===== config.mk =====
export PLATFORM = sky130hd
export DESIGN_NAME = pp_stream_gen
export DESIGN_NICKNAME = d
export VERILOG_FILES = /design/src/rtl/pp_stream_gen.sv
export SDC_FILE = /design/constraint.sdc
export NUM_CORES = 1
export LEC_CHECK = 0
export ABC_CLOCK_PERIOD_IN_PS = 5800
export BUFFER_PORTS_ARGS = -buffer_cell sky130_fd_sc_hd__buf_4
export CAP_MARGIN = 20
export CORE_UTILIZATION = 60
export DETAILED_ROUTE_END_ITERATION = 12
export PLACE_DENSITY = 0.87
export SLEW_MARGIN = 25
export SYNTH_ARGS = -nofsm -noshare
export SYNTH_HDL_FRONTEND = slang
export SYNTH_SLANG_ARGS = --single-unit
export TNS_END_PERCENT = 1

===== constraint.sdc =====
create_clock -name clk -period 5.8 [get_ports clk]
set_input_delay 0.29 -clock clk [delete_from_list [all_inputs] [get_ports clk]]
set_output_delay 0.29 -clock clk [all_outputs]
set_load 0.05 [all_outputs]

===== src/rtl/pp_stream_gen.sv =====
// pp_stream_gen: streams AND-array partial-product bits, one per column per clock, to a column shift register.
// Optional PPGEN_BACK2BACK_EN lets a new operand pair load on the last step, so frames follow with no bubble.
module pp_stream_gen #(
  parameter int W = 21
) (
  input  logic         clk,
  input  logic         rst_n,
  input  logic         in_valid,
  output logic         in_ready,
  input  logic [W-1:0] a,
  input  logic [W-1:0] b,
  output logic [2*W-2:0] src_,
  output logic         busy,
  output logic         frame_valid
);
  localparam int SW = $clog2(W);
  typedef enum logic [1:0] {IDLE, RUN, DONE} state_t;
  state_t state;
  logic [SW-1:0] step;
  logic [W-1:0] a_q, b_q;
  logic last;
  assign last = step == SW'(W - 1);
  assign busy = state == RUN;
`ifdef PPGEN_BACK2BACK_EN
  assign in_ready = state == IDLE || (busy && last);
`else
  assign in_ready = state == IDLE;
`endif
  always_ff @(posedge clk or negedge rst_n) begin
    if (!rst_n) begin
      state       <= IDLE;
      step        <= '0;
      a_q         <= '0;
      b_q         <= '0;
      frame_valid <= 1'b0;
    end else begin
      frame_valid <= busy && last;
      case (state)
        IDLE: if (in_valid) begin
          a_q   <= a;
          b_q   <= b;
          step  <= '0;
          state <= RUN;
        end
        RUN: if (!last) step <= step + 1'b1;
`ifdef PPGEN_BACK2BACK_EN
        else if (in_valid) begin
          a_q  <= a;
          b_q  <= b;
          step <= '0;
        end
`endif
        else state <= DONE;
        DONE: state <= IDLE;
        default: state <= IDLE;
      endcase
    end
  end
  // Column k idles for P leading steps so its first bit ends up in the MSB of an h(k)-deep register.
  for (genvar k = 0; k < 2*W-1; k++) begin : g_col
    localparam int H  = k < W ? k + 1 : 2*W - 1 - k;
    localparam int P  = W - H;
    localparam int I0 = k < W ? 0 : k - W + 1;
    logic [SW:0] d;
    logic [SW-1:0] ia, ib;
    assign d  = {1'b0, step} - (SW+1)'(P);
    assign ia = d[SW-1:0] + SW'(I0);
    assign ib = SW'(k) - ia;
    assign src_[k] = busy && !d[SW] && a_q[ia] && b_q[ib];
  end
endmodule


# Word level (Yosys, flattened, before mapping)
# Index checks and enable logic that the tools add are counted.
[op_classes] n_reduce_logical=128 n_lt_le_gt_ge=82 n_eq_ne=5 muxes=170 add_sub_neg=82
[ops] cell="$lt 5x6->1 const B" count=82
[ops] cell="$bmux 1 s5" count=82
[ops] cell="$logic_and 1x1->1" count=103
[ops] cell="$mux 1" count=82
[ops] cell="$sub 5x5->5 const A" count=16
[ops] cell="$sub 5x4->6 const B" count=8
[ops] cell="$sub 4x5->5 const A" count=9
[ops] cell="$add 5x4->5 const B" count=8
[ops] cell="$sub 3x5->5 const A" count=8
[ops] cell="$sub 5x5->6 const B" count=5
[ops] cell="$add 5x5->5 const B" count=5
[ops] cell="$sub 5x3->6 const B" count=4
[ops] cell="$add 5x3->5 const B" count=4
[ops] cell="$logic_not 1->1" count=20
[ops] cell="$sub 1x5->5 const A" count=4
[ops] cell="$sub 2x5->5 const A" count=4
[ops] cell="$sub 5x2->6 const B" count=2
[ops] cell="$add 5x1->5 const B" count=2
[ops] cell="$add 5x2->5 const B" count=2
[ops] cell="$mux 5" count=2
[ops] cell="$pmux 5 s2" count=1
[ops] cell="$sub 5x1->6 const B" count=1
[ops] cell="$eq 5x5->1 const B" count=1
[ops] cell="$mux 2" count=2
[ops] cell="other kinds (8)" count=10
[word_totals] ff_bits=50 word_cells=472

# Longest topological paths before layout
[logic_depth] ltp_word=6 depth_mapped=20

# Least setup slack after synthesis
# Ideal clock, no wire load.
[synth_path] path_type="register to output" from="reg step[2]" to="out src_[26]" n_path_buf=4 stages_incl_launch_ff=14 setup_slack_ps=-32 arrival_time_ps=5542 cell_sequence="dfrtp_1 buf_2 buf_2 buf_1 inv_1 ha_1 clkbuf_1 inv_1 a21oi_1 o21ai_0 a22oi_1 xnor3_1 mux2i_1 a2111oi_0"
[synth_between] elab_chain_len=6 elab_cells_between_ends=11 cone_classes="add/sub: 3; mux: 4; reduce/logical: 4"
[synth_lines] element="from (decl)" line_no="19" rtl="logic [SW-1:0] step;"
[synth_lines] element="from (signal assigned)" line_no="45" rtl="RUN: if (!last) step <= step + 1'b1;"
[synth_lines] element="$sub 5x3->6 (*)" line_no="66" rtl="assign d = {1'b0, step} - (SW+1)'(P);"
[synth_lines] element="$add 5x3->5" line_no="67" rtl="assign ia = d[SW-1:0] + SW'(I0);"
[synth_lines] element="$sub 5x5->5 / $bmux 1 s5 (equally long branches)" line_no="68, 69"
[synth_lines] element="$bmux 1 s5 / $mux 1 (equally long branches)" line_no="69" rtl="assign src_[k] = busy && !d[SW] && a_q[ia] && b_q[ib];"
[synth_lines] element="$mux 1 (not written as such) / $logic_and 1x1->1 (equally long branches)" line_no="69"
[synth_lines] element="$logic_and 1x1->1 (*)" line_no="69"
[synth_lines] element="to (decl)" line_no="12" rtl="output logic [2*W-2:0] src_,"
# Every way passes the cells marked *; elsewhere a longest branch is shown, timed or not. The select of a mux whose other input is x is not followed.

# Worst setup path after layout
[layout_path] from="reg step[0]" to="out src_[7]"
[layout_between] elab_chain_len=5 elab_cells_between_ends=10 cone_classes="add/sub: 2; mux: 4; reduce/logical: 4"
[layout_lines] element="$sub 5x4->6 (*)" line_no="66"
[layout_lines] element="$sub 3x5->5, or another cell as far along" line_no="68" rtl="assign ib = SW'(k) - ia;"
[layout_lines] element="$bmux 1 s5, or another cell as far along" line_no="69"
[layout_lines] element="$mux 1 (not written as such) / $logic_and 1x1->1 (equally long branches)" line_no="69"
[layout_lines] element="$logic_and 1x1->1 (*)" line_no="69"
# Marked as above.

==> impl_metrics.tcl <==
set metrics [dict create \
    cap_viol_max_count 0 \
    worst-setup-path-type "flop to primary output" \
    tns_ns 0 \
    syn2layout_area_growth_pct 11.0 \
    global_route_wire_length_before_repair_um 35800 \
    yosysWarnings 0 \
    synth_largest_area_cell "sky130_fd_sc_hd__dfrtp_1" \
    synth.cell_area_um2 7590 \
    final-seq-area_um2 1250 \
    track_usage_pct 35.2 \
    highest_layer "met4" \
    layout.cell_area.non_filler_um2 8420 \
    floorplan.initialDensity_pct 62.4 \
    cts.htree.levels 2 \
    yosys.area.top_type_share_pct 16.5 \
    detail_route.vias_per_cell 6.35 \
    cts_hold_buffers 0 \
    most_repeated_library_cell_on_the_critical_path "sky130_fd_sc_hd__mux2i_1" \
    maxSlewHeadroom_pct 38.3 \
    cts.sink_count 50 \
    die_area_um2 13100 \
    drt_drc_violations_left 0 \
    clk_pin_slew_ns 0.07 \
    period_share_pct 75.6 \
    die_x_um 114 \
    finalWirelength_um 22200 \
    post-route-min-period_ns 4.38 \
    fin_clk_skew_ns 0.00430 \
    worst_pin_slew_ns 0.900 \
    cell_type_of_the_slowest_stage_on_the_worst_timing_path "sky130_fd_sc_hd__mux2i_1" \
    end_kind "primary output" \
    timing.reg2reg.setup_slack_ns 2.81 \
    vias 7286 \
    antenna_found_initial 0 \
    detail_route.iter0.violations 731 \
    drive_above_1_share_pct 20.4 \
    port_buffers 88 \
    postSynthNetCount 1009 \
    rsz_0062_raised_after_global_routing "no" \
    cts_tree "yes" \
    worst_slack_ns 1.42 \
    run_status "complete, no violations" \
    finalCoreUtilization_pct 69.2 \
    synth_most_common_cell "sky130_fd_sc_hd__nand2_1" \
    worst_setup_path_start_kind "flop" \
    netlist_instances 931 \
    detailroute.wirelength.met3_um 1870 \
    finalSetupViolCount 0 \
    post_cts_buffers 0 \
    worst_slack_after_detailed_placement_ns 1.88 \
    max_freq_mhz 228 \
    async_flop_share_pct 100 \
    multi_input_area_um2 5880 \
    grt_max_degree 70 \
    yosys-top-cells-area "sky130_fd_sc_hd__dfrtp_1 16%, sky130_fd_sc_hd__mux4_2 14%, sky130_fd_sc_hd__nand2_1 11%" \
    edff_count_synth 0 \
    die_h_um 114 \
    drt_first_pass_iters 5 \
    first_global_vias 6716 \
    hpwlAfterDp_um 16700 \
    met2_wirelength_um 10000 \
    crit_path_max_fanout 14 \
    finalWeightedCongestion 0.986 \
    cts_root_buffer "sky130_fd_sc_hd__clkbuf_16" \
    overflow 0 \
    critPathRequiredTime_ns 5.51 \
    io_pins 89 \
    hold_class "input port to asynchronous set/reset pin" \
    route.detailed.wl_per_inst_um 19.3 \
    synth.top_cells.by_count "215 x sky130_fd_sc_hd__nand2_1, 72 x sky130_fd_sc_hd__mux2i_1, 57 x sky130_fd_sc_hd__a21oi_1, 51 x sky130_fd_sc_hd__xnor2_1" \
    final_hold_fails 0 \
    critical_path.cell_chain "inv_1 > buf_4 > ha_2 > mux2i_1 > mux2i_1 > mux2i_1 > nor2b_1 > a2111oi_2 > nand2_1 > a2111oi_1 > buf_4" \
    synth_seq_area_share_pct 16.5 \
    ys_seq_elements 50 \
    synth.avg_cell_area_um2 8.15 \
    crit_arrival_ns 4.09 \
    critical-path-max-stage-delay_ns 0.60 \
    clock_path_buffers 2 \
    worstSkewPairLatency_ns 0.29 \
    core_um2 12200 \
    netlist-cell-type-count 73 \
    n_antenna_cell 0 \
    cts_inserted_buffers 5 \
    cts.repair.resized 0 \
    final_max_slew_viol_count 0 \
    ys.flop_type "sky130_fd_sc_hd__dfrtp_1" \
    postPlaceCellArea_um2 8260 \
    met1Wirelength_um 9440 \
    antenna_violating_nets_post_route 0 \
    num-nets-final 1057 \
    rows 40 \
    final.fill_count 977 \
]
## cell usage in the layout (no fill, tap or decap), drive strengths merged, types with 22 or more instances in the layout
cell type and instances:
inv 30, xor2 22, nor3 27, dfrtp 50, a21oi 60, nor2 52
ha 33, nand2 216, buf 106, o21ai 42, mux4 47, xnor2 56
mux2i 73
## worst max-delay path: cells and delay by family, from the launching register on
family / cells / cell delay, ns
DFF: 1 / 0.38
and+or+nand+nor: 2 / 0.37
buffers and inverters: 3 / 0.52
adders and majority gates: 1 / 0.52
muxes: 3 / 1.24
AOI/OAI and AO/OA: 2 / 0.76
## kinds of logic after synthesis
kind of cell,share of synthesized area [%]
AND/OR/NAND/NOR,21.6
AO/OA/AOI/OAI,13.9
multiplexers,25.8
buffers and inverters,6.02
XOR/XNOR,10.8
flip-flops,16.5
adder cells (fa/ha/maj),5.44
## state kept, by name (all words and copies together) (netlist names)
register,count
a_q,21
b_q,21
frame_valid,1
state,2
step,5
## final timing paths
path | from | endpoint | depth (start not counted)
min reg2reg | b_q[2] | b_q[2] | 2
max in group asynchronous | rst_n | step[0] | 1
min | rst_n | b_q[0] | 1
min in group clk | b[1] | b_q[1] | 3
max reg2reg | step[2] | step[3] | 7
max | step[0] | src_[7] | 11
## final cells by class
cell class                 instances  share of cell area (%)
tap                              168                    2.50
timing repair buffer             106                    9.45
multi-input combinational        786                    69.9
clock inverter                     2                   0.446
sequential                        50                    14.9
inverter                          30                    1.34
clock buffer                       6                    1.53
## per-layer routing
metal | up-vias | track usage (%)
met5 | - | 0
met4 | 0 | 14.4
met3 | 74 | 5.72
met2 | 370 | 53.7
met1 | 3440 | 50.0
li1 | 3402 | -
## per-stage QoR
stage | cells | hold slack, ns
after floorplan | 931 | -0.00559
after global placement | 1140 | 0.341
after detailed placement | 1140 | 0.343
after CTS | 1148 | 0.0299
after global routing | 1148 | 0.0551
final | 1148 | 0.00122
Power is left out: the tool's default activity adds up to more than one toggle a clock period on the data nets, which glitch-free logic cannot reach.
